===== config.mk =====
export PLATFORM = sky130hd
export DESIGN_NAME = stage_mem_lsu_flat
export DESIGN_NICKNAME = d
export VERILOG_FILES = /design/src/rtl/stage_mem_lsu_if.sv /design/src/rtl/stage_mem_lsu.sv /design/src/flat_wrapper.sv
export SDC_FILE = /design/constraint.sdc
export NUM_CORES = 1
export LEC_CHECK = 0
export ABC_CLOCK_PERIOD_IN_PS = 4600
export CORE_MARGIN = 2
export CORE_UTILIZATION = 45
export CTS_CLUSTER_SIZE = 30
export DETAILED_ROUTE_END_ITERATION = 10
export DONT_BUFFER_PORTS = 1
export GPL_ROUTABILITY_DRIVEN = 1
export PLACE_DENSITY = 0.64
export RECOVER_POWER = 50
export SLEW_MARGIN = 15
export SYNTH_ARGS = -nofsm -noshare
export SYNTH_HDL_FRONTEND = slang
export SYNTH_SLANG_ARGS = --single-unit

===== constraint.sdc =====
create_clock -name clk -period 4.6 [get_ports clk]
set_clock_uncertainty 0.1 [all_clocks]
set_input_delay 0.92 -clock clk [delete_from_list [all_inputs] [get_ports clk]]
set_output_delay 0.92 -clock clk [all_outputs]
set_load 0.05 [all_outputs]

===== src/rtl/stage_mem_lsu_if.sv =====
// rtl/stage_mem_lsu_if.sv - data-memory bus between the MEM-stage LSU and the memory port
interface stage_mem_lsu_if #(
  parameter int DATA_W = 32,
  parameter int ADDR_W = 32
) ();
  localparam int NB = DATA_W / 8;

  logic              d_read;
  logic              d_write;
  logic [ADDR_W-1:0] dmem_address;
  logic [DATA_W-1:0] dmem_wdata;
  logic [NB-1:0]     mem_byte_enable;
  logic [DATA_W-1:0] d_rdata;
  logic              d_resp;

  modport master (
    output d_read,
    output d_write,
    output dmem_address,
    output dmem_wdata,
    output mem_byte_enable,
    input  d_rdata,
    input  d_resp
  );

  modport slave (
    input  d_read,
    input  d_write,
    input  dmem_address,
    input  dmem_wdata,
    input  mem_byte_enable,
    output d_rdata,
    output d_resp
  );
endinterface


===== src/rtl/stage_mem_lsu.sv =====
// rtl/stage_mem_lsu.sv - MEM-stage load/store unit: lane steering, load extension, bus handshake
module stage_mem_lsu #(
  parameter int DATA_W  = 32,
  parameter int ADDR_W  = 32,
  parameter int TIMEOUT = 0
) (
  input  logic              clk,
  input  logic              rst_n,
  input  logic              valid_in,
  input  logic              is_load,
  input  logic              is_store,
  input  logic [2:0]        funct3,
  input  logic [ADDR_W-1:0] addr_in,
  input  logic [DATA_W-1:0] store_data,
  stage_mem_lsu_if.master   dbus,
  output logic              stall,
  output logic [DATA_W-1:0] data_to_wb,
  output logic              wb_valid,
  output logic              misaligned,
  output logic              bus_err
);
  localparam int NB   = DATA_W / 8;
  localparam int OB   = $clog2(NB);
  localparam int TO_W = (TIMEOUT > 1) ? $clog2(TIMEOUT) : 1;
  localparam logic [TO_W-1:0] TO_LAST = (TIMEOUT > 0) ? TO_W'(TIMEOUT - 1) : '0;

  typedef enum logic [1:0] {IDLE, BUSY, DONE} state_t;

  state_t            state_q, state_d;
  logic              req;
  logic              unaligned;
  logic              bad_code;
  logic              mis_in;
  logic [OB-1:0]     off_in;
  logic [NB-1:0]     size_mask;
  logic [NB-1:0]     be_in;
  logic [DATA_W-1:0] wdata_in;
  logic [ADDR_W-1:0] addr_aligned;

  logic              stall_c;
  logic              accept;
  logic              finish_ok;
  logic              finish_to;
  logic              finish_mis;

  logic [OB-1:0]     off_q;
  logic [2:0]        f3_q;
  logic              ld_q;
  logic              mis_q;
  logic              berr_q;
  logic [TO_W-1:0]   to_cnt;

  logic [DATA_W-1:0] ld_shift;
  logic [DATA_W-1:0] lo_mask;
  logic              sign_bit;
  logic [DATA_W-1:0] ld_ext;

  assign req          = valid_in & (is_load | is_store);
  assign off_in       = addr_in[OB-1:0];
  assign addr_aligned = {addr_in[ADDR_W-1:OB], OB'(0)};
  assign wdata_in     = store_data << {off_in, 3'b000};
  assign bad_code     = (DATA_W == 32) &&
                        (funct3 == 3'b011 || funct3 == 3'b110 || funct3 == 3'b111);
  assign mis_in       = unaligned | bad_code;

  // Access size comes from funct3[1:0]; the sign/unsigned bit only matters on loads.
  always_comb begin
    unaligned = 1'b0;
    size_mask = '1;
    case (funct3[1:0])
      2'b00: begin unaligned = 1'b0;          size_mask = NB'(4'h1); end
      2'b01: begin unaligned = addr_in[0];    size_mask = NB'(4'h3); end
      2'b10: begin unaligned = |addr_in[1:0]; size_mask = NB'(4'hF); end
      default: begin unaligned = |addr_in[2:0]; size_mask = '1; end
    endcase
    be_in = is_load ? '1 : (size_mask << off_in);
  end

  always_comb begin
    state_d    = state_q;
    stall_c    = 1'b0;
    accept     = 1'b0;
    finish_ok  = 1'b0;
    finish_to  = 1'b0;
    finish_mis = 1'b0;
    case (state_q)
      IDLE: begin
        if (req) begin
          stall_c = 1'b1;
          if (mis_in) begin
            state_d    = DONE;
            finish_mis = 1'b1;
          end else begin
            state_d = BUSY;
            accept  = 1'b1;
          end
        end
      end
      BUSY: begin
        stall_c = 1'b1;
        // A response in the timeout cycle still counts as a normal completion.
        if (dbus.d_resp) begin
          state_d   = DONE;
          finish_ok = 1'b1;
        end else if (TIMEOUT > 0 && to_cnt == TO_LAST) begin
          state_d   = DONE;
          finish_to = 1'b1;
        end
      end
      DONE:    state_d = IDLE;
      default: state_d = IDLE;
    endcase
  end

  assign ld_shift = dbus.d_rdata >> {off_q, 3'b000};

  always_comb begin
    lo_mask  = '1;
    sign_bit = 1'b0;
    case (f3_q[1:0])
      2'b00: begin lo_mask = DATA_W'(8'hFF);         sign_bit = ld_shift[7];  end
      2'b01: begin lo_mask = DATA_W'(16'hFFFF);      sign_bit = ld_shift[15]; end
      2'b10: begin lo_mask = DATA_W'(32'hFFFF_FFFF); sign_bit = ld_shift[31]; end
      default: begin lo_mask = '1; sign_bit = 1'b0; end
    endcase
    ld_ext = (ld_shift & lo_mask) | ({DATA_W{sign_bit & ~f3_q[2]}} & ~lo_mask);
  end

  always_ff @(posedge clk or negedge rst_n) begin
    if (!rst_n) begin
      state_q              <= IDLE;
      dbus.d_read          <= 1'b0;
      dbus.d_write         <= 1'b0;
      dbus.dmem_address    <= '0;
      dbus.dmem_wdata      <= '0;
      dbus.mem_byte_enable <= '0;
      data_to_wb           <= '0;
      off_q                <= '0;
      f3_q                 <= '0;
      ld_q                 <= 1'b0;
      mis_q                <= 1'b0;
      berr_q               <= 1'b0;
      to_cnt               <= '0;
    end else begin
      state_q <= state_d;
      if (accept) begin
        dbus.d_read          <= is_load;
        dbus.d_write         <= ~is_load;
        dbus.dmem_address    <= addr_aligned;
        dbus.dmem_wdata      <= wdata_in;
        dbus.mem_byte_enable <= be_in;
        off_q                <= off_in;
        f3_q                 <= funct3;
        ld_q                 <= is_load;
        to_cnt               <= '0;
      end else if (state_q == BUSY && state_d == BUSY) begin
        to_cnt <= to_cnt + TO_W'(1);
      end
      if (finish_ok || finish_to || finish_mis) begin
        dbus.d_read  <= 1'b0;
        dbus.d_write <= 1'b0;
        mis_q        <= finish_mis;
        berr_q       <= finish_to;
        data_to_wb   <= (finish_ok && ld_q) ? ld_ext : '0;
      end
    end
  end

  assign stall      = stall_c & rst_n;
  assign wb_valid   = (state_q == DONE);
  assign misaligned = (state_q == DONE) & mis_q;
  assign bus_err    = (state_q == DONE) & berr_q;
endmodule


===== src/flat_wrapper.sv =====
// flat-port wrapper written by rule: the top's interface ports become plain ports
module stage_mem_lsu_flat 
#(
  parameter int DATA_W  = 32,
  parameter int ADDR_W  = 32,
  parameter int TIMEOUT = 0
)
  (clk, rst_n, valid_in, is_load, is_store, funct3, addr_in, store_data, stall, data_to_wb, wb_valid, misaligned, bus_err, dbus_d_read, dbus_d_write, dbus_dmem_address, dbus_dmem_wdata, dbus_mem_byte_enable, dbus_d_rdata, dbus_d_resp);
  stage_mem_lsu_if #(.DATA_W(DATA_W), .ADDR_W(ADDR_W)) dbus_i ();
  input  logic clk;
  input  logic rst_n;
  input  logic valid_in;
  input  logic is_load;
  input  logic is_store;
  input  logic [2:0] funct3;
  input  logic [ADDR_W-1:0] addr_in;
  input  logic [DATA_W-1:0] store_data;
  output logic stall;
  output logic [DATA_W-1:0] data_to_wb;
  output logic wb_valid;
  output logic misaligned;
  output logic bus_err;
  output wire logic [$bits(dbus_i.d_read)-1:0] dbus_d_read;
  output wire logic [$bits(dbus_i.d_write)-1:0] dbus_d_write;
  output wire logic [$bits(dbus_i.dmem_address)-1:0] dbus_dmem_address;
  output wire logic [$bits(dbus_i.dmem_wdata)-1:0] dbus_dmem_wdata;
  output wire logic [$bits(dbus_i.mem_byte_enable)-1:0] dbus_mem_byte_enable;
  input wire logic [$bits(dbus_i.d_rdata)-1:0] dbus_d_rdata;
  input wire logic [$bits(dbus_i.d_resp)-1:0] dbus_d_resp;
  assign dbus_d_read = dbus_i.d_read;
  assign dbus_d_write = dbus_i.d_write;
  assign dbus_dmem_address = dbus_i.dmem_address;
  assign dbus_dmem_wdata = dbus_i.dmem_wdata;
  assign dbus_mem_byte_enable = dbus_i.mem_byte_enable;
  assign dbus_i.d_rdata = dbus_d_rdata;
  assign dbus_i.d_resp = dbus_d_resp;
  stage_mem_lsu #(.DATA_W(DATA_W), .ADDR_W(ADDR_W), .TIMEOUT(TIMEOUT)) u_core (.clk(clk), .rst_n(rst_n), .valid_in(valid_in), .is_load(is_load), .is_store(is_store), .funct3(funct3), .addr_in(addr_in), .store_data(store_data), .dbus(dbus_i), .stall(stall), .data_to_wb(data_to_wb), .wb_valid(wb_valid), .misaligned(misaligned), .bus_err(bus_err));
endmodule

# Word-level counts from Yosys, hierarchy flattened
# Cells that the tools add are included.
# Widths: inputs -> output; s select.
# op_classes
addsub	0
mul	0
n_div	0
order_cmp	0
n_eq_ne	11
n_shift	3
n_mux	24
bitwise	12
n_reduce_logical	11
# op_table
op	count
$and 32x32->32	2
$pmux 32 s2	1
$mux 32	1
$not 32->32	1
$or 32x32->32	1
$shl 32x5->32	1
$shr 32x5->32	1
$mux 1	13
$pmux 4 s2	1
$eq 2x1->1 const B	3
$eq 2x2->1 const B	3
$eq 3x3->1 const B	2
$logic_not 2->1	3
$mux 2	3
$pmux 1 s3	2
$and 1x1->1	4
$mux 4	1
$pmux 2 s2	1
$shl 4x2->4	1
$eq 3x2->1 const B	1
$logic_or 1x1->1	3
$reduce_or 3->1	1
$ne 2x1->1 const B	1
$ne 2x2->1 const B	1
other kinds (7)	9
# word_totals
ff_bits	109
latch_bits	0
ramBits	0
rom_bits	0
inputBits	105
output_inout_bits	106
word_cells	72
mem_count	0

# Depth between registers and ports, before layout
# Gate-level depths: netlist (run 1).
# depth
depth_word	9
mapped_depth	6
mapped_depth_nobuf	4

# Least setup slack after synthesis (run 1)
# OpenSTA, ideal clock, no wires.
# synth_timing
kind	input-to-output
start	input port is_load
end	output port stall
t_arrival_ns	2.244
required_ns	3.580
path_slack_ns	1.336
stages	3
path_buffers	0
path_cell_list	o21a_1 > nor2_1 > nor3b_1
# synth_via
elab_chain_len	5
# synth_lines
item	line_no	text
from (decl)	flat_wrapper.sv:13	input logic is_load;
$or 1x1->1	stage_mem_lsu.sv:58	assign req = valid_in & (is_load | is_store);
$and 1x1->1	stage_mem_lsu.sv:58	
$mux 1	stage_mem_lsu.sv:88	if (req) begin
$pmux 1 s2	stage_mem_lsu.sv:86	case (state_q)
$and 1x1->1	stage_mem_lsu.sv:169	assign stall = stall_c & rst_n;
to (decl)	flat_wrapper.sv:18	output logic stall;
# Every way passes these cells.

# Worst setup path in the final report (run 1)
# layout_timing
start	register u_core.state_q[1]
end	output port misaligned
# layout_via
elab_chain_len	2
# layout_lines
item	line_no	text
from (decl)	stage_mem_lsu.sv:29	state_t state_q, state_d;
from (signal assigned)	stage_mem_lsu.sv:145	state_q <= state_d;
$eq 2x2->1	-	
via wb_valid	flat_wrapper.sv:20	output logic wb_valid;
$and 1x1->1	stage_mem_lsu.sv:171	assign misaligned = (state_q == DONE) & mis_q;
to (decl)	flat_wrapper.sv:21	output logic misaligned;
# The timed path passes the listed nets, and every way through them passes these cells.

==> results of run 1 <==
-- per-layer routing --
metal	vias to the layer above	part of all wire, %	GRT usage (%)
li1	1637	-	-
met1	1722	43	28.1
met2	159	47	31.4
met3	20	8.2	6.23
met4	0	2.0	7.82
met5	-	0	0
-- cell families after synthesis --
| group | count (synthesis) | share of synthesized area [%] |
|---|---|---|
| and+or+nand+nor | 104 | 8.77 |
| DFF | 109 | 52.7 |
| muxes | 87 | 18.3 |
| buffers and inverters | 39 | 3.67 |
| other | 1 | 0.0724 |
| AOI/OAI and AO/OA | 129 | 16.5 |
-- flip-flops by register name, indices dropped and copies added (netlist names) --
register and count:
u_core.data_to_wb 32, u_core.dbus.dmem_wdata 32, u_core.dbus.dmem_address 30, u_core.dbus.mem_byte_enable 4, u_core.f3_q 3, u_core.off_q 2, u_core.state_q 2, u_core.dbus.d_read 1
u_core.dbus.d_write 1, u_core.ld_q 1, u_core.mis_q 1
-- where the power goes --
| part | total (mW) | internal (mW) | switching (mW) |
|---|---|---|---|
| Sequential | 2.36 | 1.21 | 1.15 |
| Combinational | 0.610 | 0.318 | 0.292 |
| Clock | 0.775 | 0.399 | 0.376 |
-- synth_stat cells (2+ instances only) --
cell,n,area share [%]
a211oi_1,8,1.2
a21o_1,2,0.29
a21oi_1,26,2.5
a22o_1,24,4.1
and2_1,2,0.24
buf_1,5,0.36
buf_2,11,1.1
buf_4,4,0.58
buf_6,2,0.43
clkbuf_1,14,1.0
dfrtp_1,109,53
inv_1,3,0.22
mux2_2,51,11
mux2i_1,35,6.8
nand2_1,62,4.5
nand2b_1,2,0.24
nor2_1,18,1.3
nor2b_1,12,1.4
nor4_1,2,0.24
o21ai_0,45,4.3
o2bb2ai_1,7,1.2
o31ai_1,8,1.2
-- worst max-delay path, cell delays in order (launching register included) --
cell and delay, ps:
dfrtp_1 400, nor2b_1 790, and2_1 560
-- metrics by stage --
step | cells | utilization, %
after floorplan | 471 | -
after global placement | 582 | 46.1
after detailed placement | 582 | 46.1
after CTS | 598 | 48.8
after global routing | 598 | 48.7
final | 598 | 48.7
-- worst paths after layout --
kind                                         from                         to  slack, ps  cells after the start
min in group clk                      u_core.ld_q                u_core.ld_q        450                      1
worst min register to register        u_core.ld_q                u_core.ld_q        450                      1
max in group asynchronous                   rst_n      u_core.data_to_wb[26]       4030                      0
worst max register to register    u_core.off_q[1]      u_core.data_to_wb[18]       1760                      4
worst min-delay path                        rst_n  u_core.dbus.dmem_wdata[2]        160                      0
worst max-delay path            u_core.state_q[1]                 misaligned       1480                      2
-- area by class of cell --
type	count	area, um^2
tap	143	179
sequential	109	2730
timing repair buffer	4	26.3
clock buffer	10	239
multi-input combinational	323	2270
clock inverter	6	63.8
fill	1038	5800
inverter	3	11.3
-- layout by cell type (no fill, tap or decap), types with 3 or more instances in the layout --
cell | netlist | routed
clkbuf_16 | 0 | 9
buf_4 | 4 | 3
a211oi_1 | 8 | 8
a21oi_1 | 26 | 27
dfrtp_1 | 109 | 109
mux2i_1 | 35 | 35
o31ai_1 | 8 | 8
a22o_1 | 24 | 24
o21ai_0 | 45 | 45
o2bb2ai_1 | 7 | 7
conb_1 | 1 | 3
nor2_1 | 18 | 18
nand2_1 | 62 | 62
inv_1 | 3 | 3
nor2b_1 | 12 | 12
mux2_2 | 51 | 51
==> flow_metrics.env, run 1 <==
export IMPL_crit_type="reg2out"
export IMPL_synthToLayoutAreaGrowth_pct=6.52
export IMPL_wl_um=12700
export IMPL_fmax_mhz=321
export IMPL_p_total_mw=3.75
export IMPL_dieArea_um2=12400
export IMPL_drt_iter0_markers=259
export IMPL_rows=39
export IMPL_synth_cells=469
export IMPL_ys_ff_latch=109
export IMPL_gp_congestion=0.902
export IMPL_grt_usage_pct=20.7
export IMPL_place_ws_ps=1750
export IMPL_via_count=3538
export IMPL_cts_hold_buf=0
export IMPL_worstPathArrival_ps=2100
export IMPL_grt_pass1_wl_um=20000
export IMPL_drive_gt1_share_pct=16.3
export IMPL_ios=211
export IMPL_cp_start_kind="flip-flop"
export IMPL_avgViaCountPerCell=5.92
export IMPL_clk_latency_ps=340
export IMPL_ant_nets=0
export IMPL_ys_seq_area_share_pct=52.7
export IMPL_diodes=0
export IMPL_finalCriticalPeriod_ps=3120
export IMPL_syn_avg_cell_area_um2=11.0
export IMPL_postSynth_asyncResetShare_pct=100
export IMPL_drc=0
export IMPL_tightestPinTransition_ps=1130
export IMPL_setup_tns_ps=0
export IMPL_peakVddDrop_mv=0.362
export IMPL_cellLeakagePower_nw=2.46
export IMPL_hold_violations=0
export IMPL_cts_sinks=109
export IMPL_clockRootBuffer="clkbuf_16"
export IMPL_critPathCaptureType="output port"
export IMPL_post_cts_buffers=0
export IMPL_grt_ovfl_total=0
export IMPL_die_width_um=111
export IMPL_cts_buffers=9
export IMPL_dp_hpwl_um=9080
export IMPL_setup_violations_final=0
export IMPL_setup_ws_ps=1480
export IMPL_layout_nets=555
export IMPL_synth_flop_cell="dfrtp_1"
export IMPL_netlist_cell_type_count=39
export IMPL_holdWs_ps=163
export IMPL_relSlewSlack_pct=24.4
export IMPL_cts_clk_slew_worst_paths_ps=80
export IMPL_yosys_warnings=0
export IMPL_hp_class="in2async"
export IMPL_synth_area_um2=5180
export IMPL_wl_per_cell_um=21.2
export IMPL_fin_crit_sh_pct=67.8
export IMPL_first_global_vias=3576
export IMPL_power_density_nw_per_um2=679
export IMPL_antenna_found_initial=0
export IMPL_cts_path_max_buffers=2
export IMPL_start_util_pct=45.7
export IMPL_die_h_um=111
export IMPL_required_ps=3580
export IMPL_synth_edf_count=0
export IMPL_grt_max_degree=111
export IMPL_critical_path_max_fanout=5
export IMPL_slew_violations=0
export IMPL_rsz0062_at_grt="false"
export IMPL_place_port_buffers=0
export IMPL_max_cap_viol_count=0
export IMPL_status="complete, no violations"
export IMPL_postCtsResizedCells=0
export IMPL_htreeDepth=3
export IMPL_dpl_cell_area_um2=5220
export IMPL_fin_area_um2=5520
export IMPL_cts_tree="done"
export IMPL_fp_coreArea_um2=11300
export IMPL_dr_pass1_iters=4
(Power assumes the default switching activity.)
==> run 2: changes to the inputs <==
ABC_AREA = 1   (was not set)
ABC_CLOCK_PERIOD_IN_PS = 3100   (was 4600)
clock period = 3.1 ns   (was 4.6 ns; I/O delays follow)
==> run 2 against run 1 <==
The run now ends with design-rule violations, negative hold slack left. First-iteration DRC count increased by 16%. Clock power increased by 48%. Sequential share of layout area decreased by 1.2 points. Via count increased by 28%.
==> flow_metrics.env, run 2 <==
export IMPL_synth_top_area_share_pct=51.1
export IMPL_synthXorXnorAreaFrac_pct=0
export IMPL_slew_violations=0
export IMPL_avgViaCountPerCell=5.39
export IMPL_diodes=0
export IMPL_ant_nets=0
export IMPL_synth_flop_cell="dfrtp_1"
export IMPL_clk_latency_ps=340
export IMPL_setup_violations_final=0
export IMPL_r2r_slack_ps=840
export IMPL_status="finished, violations left"
export IMPL_synth_compound_area_share_pct=9.28
export IMPL_first_global_vias=4467
export IMPL_yosys_warnings=0
export IMPL_synth_fa_ha_area_share_pct=0
export IMPL_postSynth_asyncResetShare_pct=100
export IMPL_power_density_nw_per_um2=932
export IMPL_synthTopCellsByArea="dfrtp_1 51%, nand2_1 24%, o21ai_0 6.1%"
export IMPL_wl_um=13900
export IMPL_dieArea_um2=12700
export IMPL_cp_start_kind="flip-flop"
export IMPL_synth_simple_area_share_pct=32.0
export IMPL_grt_pass1_wl_um=22500
export IMPL_layout_commonest_cell="nand2_1"
export IMPL_drt_iter0_markers=300
export IMPL_holdWs_ps=-141
export IMPL_critPathCaptureType="output port"
export IMPL_netlist_top_cells_count="341 x nand2_1, 109 x dfrtp_1, 65 x o21ai_0"
export IMPL_clockRootBuffer="clkbuf_16"
export IMPL_via_count=4529
export IMPL_start_util_pct=46.3
export IMPL_synthMuxAreaShare_pct=0.188
export IMPL_synthToLayoutAreaGrowth_pct=5.91
export IMPL_cts_tree="done"
export IMPL_yosysMostFrequentCell="nand2_1"
export IMPL_grt_max_degree=111
export IMPL_fin_crit_sh_pct=78.9
export IMPL_cts_buffers=9
export IMPL_gp_congestion=0.899
export IMPL_antenna_found_initial=0
export IMPL_setup_tns_ps=0
export IMPL_rows=39
export IMPL_die_width_um=113
export IMPL_synth_cells=713
export IMPL_die_h_um=113
export IMPL_synth_top_family_by_area="simple AND/OR/NAND/NOR gates"
export IMPL_drc=11
export IMPL_ios=211
export IMPL_worstPathArrival_ps=1730
export IMPL_fmax_mhz=409
export IMPL_r2r_start="u_core.state_q[0]"
export IMPL_critical_path_max_fanout=5
export IMPL_netlist_cell_type_count=30
export IMPL_relSlewSlack_pct=12.8
export IMPL_post_cts_buffers=0
export IMPL_hp_class="in2async"
export IMPL_max_cap_viol_count=0
export IMPL_violations="design-rule violations, negative hold slack"
export IMPL_yosys_area_top_type="dfrtp_1"
export IMPL_cts_clk_slew_worst_paths_ps=80
export IMPL_hold_violations=109
export IMPL_cellLeakagePower_nw=3.07
export IMPL_peakVddDrop_mv=0.461
export IMPL_grt_ovfl_total=0
export IMPL_crit_type="reg2out"
export IMPL_wl_per_cell_um=16.6
export IMPL_syn_avg_cell_area_um2=7.49
export IMPL_drive_gt1_share_pct=4.88
export IMPL_synth_area_um2=5340
export IMPL_cts_path_max_buffers=2
export IMPL_place_port_buffers=0
export IMPL_dp_hpwl_um=9750
export IMPL_reg_top3="u_core.data_to_wb x32, u_core.dbus.dmem_wdata x32, u_core.dbus.dmem_address x30"
export IMPL_postCtsResizedCells=0
export IMPL_cts_sinks=109
export IMPL_rr_endpoint="u_core.state_q[0]"
export IMPL_grt_usage_pct=21.9
export IMPL_ys_seq_area_share_pct=51.1
export IMPL_rsz0062_at_grt="false"
export IMPL_required_ps=2380
export IMPL_finalCriticalPeriod_ps=2450
export IMPL_final_cell_mix="341 x nand2_1, 109 x dfrtp_1, 65 x o21ai_0"
export IMPL_ys_ff_latch=109
export IMPL_tightestPinTransition_ps=1310
export IMPL_dr_pass1_iters=9
export IMPL_synth_edf_count=0
export IMPL_reg2reg_depth=5
export IMPL_htreeDepth=3
export IMPL_fp_coreArea_um2=11500
export IMPL_layout_nets=797
run 2: cell count changes after synthesis, moves of 8 or more:
| cell | before | now |
|---|---|---|
| a22o_1 | 24 | 0 |
| mux2_2 | 51 | 0 |
| a211oi_1 | 8 | 0 |
| inv_1 | 3 | 36 |
| a21oi_1 | 26 | 5 |
| mux2i_1 | 35 | 1 |
| o21ai_0 | 45 | 65 |
| nor2b_1 | 12 | 0 |
| nand3_1 | 0 | 64 |
| nand2_1 | 62 | 341 |
run 2: layout make-up:
cell class	count	area [um^2]
multi-input combinational	521	2220
timing repair buffer	10	71.3
tap	143	179
clock inverter	7	72.6
sequential	109	2730
clock buffer	9	225
fill	1167	5860
inverter	41	154
run 2: critical path: stages, from the launching register on:
cell and delay (ps):
dfrtp_1 420, or2_0 220, nor2_1 210, inv_1 140, a21boi_1 160, buf_4 220
run 2: report_power, final:
| group | switching [mW] | leakage [nW] | internal (mW) |
|---|---|---|---|
| sequential | 1.44 | 1.41 | 1.75 |
| clock | 0.574 | 0.144 | 0.573 |
| combinational | 0.620 | 1.51 | 0.318 |
| total | 2.63 | 3.07 | 2.64 |
run 2: logic make-up (layout without fill, tap and decap cells):
logic type             count (synthesis)  after routing
other                                  1              3
muxes                                  1              1
AOI/OAI and AO/OA                     90             90
DFF                                  109            109
and+or+nand+nor                      427            427
buffers and inverters                 85             67
run 2: worst max-delay path by stage:
| stage | to | depth (start not counted) | slack [ps] | startpoint |
|---|---|---|---|---|
| finish | stall | 5 | 650 | u_core.state_q[0] |
| detailed placement | u_core.dbus.d_write | 8 | 830 | addr_in[0] |
| global route | u_core.state_q[0] | 6 | 320 | addr_in[0] |
| global placement | u_core.dbus.d_write | 8 | 860 | addr_in[0] |
| CTS | stall | 5 | 640 | u_core.state_q[0] |
| floorplan | stall | 4 | 330 | is_load |
run 2: through the flow:
stage / std cells / utilization [%] / power, mW / setup WS [ps] / instance area (um^2)
floorplan: 715 / - / 3.89 / 326 / 5350
global placement: 824 / 46.5 / 4.12 / 861 / 5360
detailed placement: 824 / 46.5 / 4.15 / 826 / 5360
CTS: 840 / 49.1 / 5.31 / 638 / 5660
global route: 840 / 49.1 / 5.55 / 320 / 5650
finish: 840 / 49.1 / 5.27 / 655 / 5650
run 2: layer usage:
metal	global-route usage, %	up-vias	wire length, um
met1	27.2	2142	5700
met3	7.55	20	1310
li1	-	2202	-
met5	0	-	0
met4	7.15	0	227
met2	36.1	165	6680
==> run 3: changes to the inputs <==
ABC_CLOCK_PERIOD_IN_PS = 2400   (was 3100)
clock period = 2.4 ns   (was 3.1 ns; I/O delays follow)
==> run 3 against run 2 <==
The flow still finishes with violations (design-rule violations, negative hold slack). Core utilization is 0.30 points higher. Highest routed layer unchanged. Die area stayed put. Sequential share of layout area is 0.30 points lower. Cell count is 0.36% higher. Clock power is 33% higher. Critical path type unchanged. Worst hold slack worse by 140 ps. Global-route usage is 0.16 points higher. Worst setup slack worse by 440 ps.
==> flow_metrics.env, run 3 (synthesis gave the netlist of run 2 again) <==
export IMPL_crit_path_top_delay_cell="dfrtp_1"
export IMPL_place_port_buffers=0
export IMPL_layout_commonest_cell="nand2_1"
export IMPL_dr_pass1_iters=11
export IMPL_fp_coreArea_um2=11500
export IMPL_required_ps=1820
export IMPL_postLayoutCoreUtil_pct=49.4
export IMPL_start_util_pct=46.3
export IMPL_crit_chain="or2_0, nor2_1, inv_1, a21boi_1, buf_4"
export IMPL_postCtsResizedCells=0
export IMPL_grt_ovfl_total=0
export IMPL_layout_nets=800
export IMPL_cts_clk_slew_worst_paths_ps=80
export IMPL_rsz0062_at_grt="false"
export IMPL_avgViaCountPerCell=5.35
export IMPL_clockRootBuffer="clkbuf_16"
export IMPL_fillers=1150
export IMPL_holdWs_ps=-281
export IMPL_first_global_vias=4457
export IMPL_comb_power_share_pct=17.7
export IMPL_p_switching_mw=3.44
export IMPL_die_h_um=113
export IMPL_drive_gt1_share_pct=5.29
export IMPL_gp_congestion=0.883
export IMPL_worstPathArrival_ps=1600
export IMPL_reg_top3="u_core.data_to_wb x32, u_core.dbus.dmem_wdata x32, u_core.dbus.dmem_address x30"
export IMPL_relSlewSlack_pct=60.3
export IMPL_dieArea_um2=12700
export IMPL_ios=211
export IMPL_via_count=4511
export IMPL_setup_violations_final=0
export IMPL_setup_tns_ps=0
export IMPL_crit_type="reg2out"
export IMPL_die_width_um=113
export IMPL_max_cap_viol_count=0
export IMPL_p_total_mw=6.86
export IMPL_violations="design-rule violations, negative hold slack"
export IMPL_cts_buffers=9
export IMPL_power_frac_seq_pct=60.0
export IMPL_post_cts_buffers=0
export IMPL_grt_usage_pct=22.1
export IMPL_hp_class="in2async"
export IMPL_critPathBufInv=2
export IMPL_cts_tree="done"
export IMPL_cts_path_max_buffers=2
export IMPL_antenna_found_initial=0
export IMPL_hold_violations=109
export IMPL_fmax_mhz=458
export IMPL_status="finished, violations left"
export IMPL_rows=39
export IMPL_fin_crit_sh_pct=91.0
export IMPL_grt_max_degree=111
export IMPL_critical_path_max_fanout=5
export IMPL_diodes=0
export IMPL_tightestPinTransition_ps=596
export IMPL_power_frac_clock_pct=22.3
export IMPL_path_delay_family="flip-flops"
export IMPL_p_int_mw=3.43
export IMPL_finalCriticalPeriod_ps=2180
export IMPL_htreeDepth=3
export IMPL_grt_pass1_wl_um=22700
export IMPL_drt_iter0_markers=323
export IMPL_wl_um=13800
export IMPL_dp_hpwl_um=9810
export IMPL_drc=11
export IMPL_p_sw_share_pct=50.1
export IMPL_final_cell_mix="342 x nand2_1, 109 x dfrtp_1, 65 x o21ai_0"
export IMPL_synthToLayoutAreaGrowth_pct=6.56
export IMPL_peakVddDrop_mv=0.625
export IMPL_slew_violations=0
export IMPL_power_density_nw_per_um2=1210
export IMPL_wl_per_cell_um=16.4
export IMPL_slowest_delay_ps=420
export IMPL_ant_nets=0
export IMPL_cp_start_kind="flip-flop"
export IMPL_critPathCaptureType="output port"
export IMPL_clk_latency_ps=350
export IMPL_cts_sinks=109
export IMPL_cellLeakagePower_nw=3.09
==> run 3: changes by cell type in the layout (fill, tap and decap cells not counted), sizes merged <==
| cell | before | now |
|---|---|---|
| buf | 9 | 13 |
| clkbuf | 10 | 9 |
| clkinv | 2 | 3 |
| clkinvlp | 1 | 0 |
==> run 3: power by group through the flow <==
stage	logic (mW)	registers [mW]	clock network, mW
after floorplan	1.02	4.01	0
after global placement	1.19	4.16	0
after detailed placement	1.21	4.17	0
after CTS	1.22	4.13	1.57
after global routing	1.41	4.18	1.64
final	1.21	4.12	1.53
==> run 3: worst paths after layout <==
check | from | endpoint | slack [ps] | cells past startpoint
worst max-delay path | u_core.state_q[0] | stall | 220 | 5
worst min-delay path | rst_n | u_core.data_to_wb[6] | -280 | 0
worst max register to register | u_core.f3_q[1] | u_core.data_to_wb[11] | 360 | 9
worst min register to register | u_core.ld_q | u_core.ld_q | 390 | 2
max in group asynchronous | rst_n | u_core.dbus.dmem_wdata[18] | 2330 | 0
min in group clk | addr_in[1] | u_core.dbus.dmem_wdata[15] | 110 | 1
==> run 3: area by class of cell <==
class	instances	area, um^2	area share, %
inverter	41	154	2.71
timing repair buffer	13	97.6	1.72
multi-input combinational	521	2220	39.0
sequential	109	2730	48.0
clock inverter	7	83.8	1.47
tap	143	179	3.15
clock buffer	9	225	3.96
==> run 3: routing by layer <==
layer | GRT usage (%) | share of wire (%) | wire length, um | up-vias
li1 | - | - | - | 2210
met1 | 27.1 | 41 | 5720 | 2112
met2 | 36.1 | 48 | 6610 | 168
met3 | 6.96 | 8.9 | 1240 | 21
met4 | 9.35 | 1.9 | 265 | 0
met5 | 0 | 0 | 0 | -
==> run 3: through the flow <==
stage,setup slack [ps],area [um^2],hold WS (ps),std cells
finish,216,5690,-281,843
global route,82.7,5690,-299,843
CTS,150,5690,-296,843
detailed placement,406,5380,86.6,827
global placement,453,5380,86.7,827
floorplan,238,5350,84.4,715
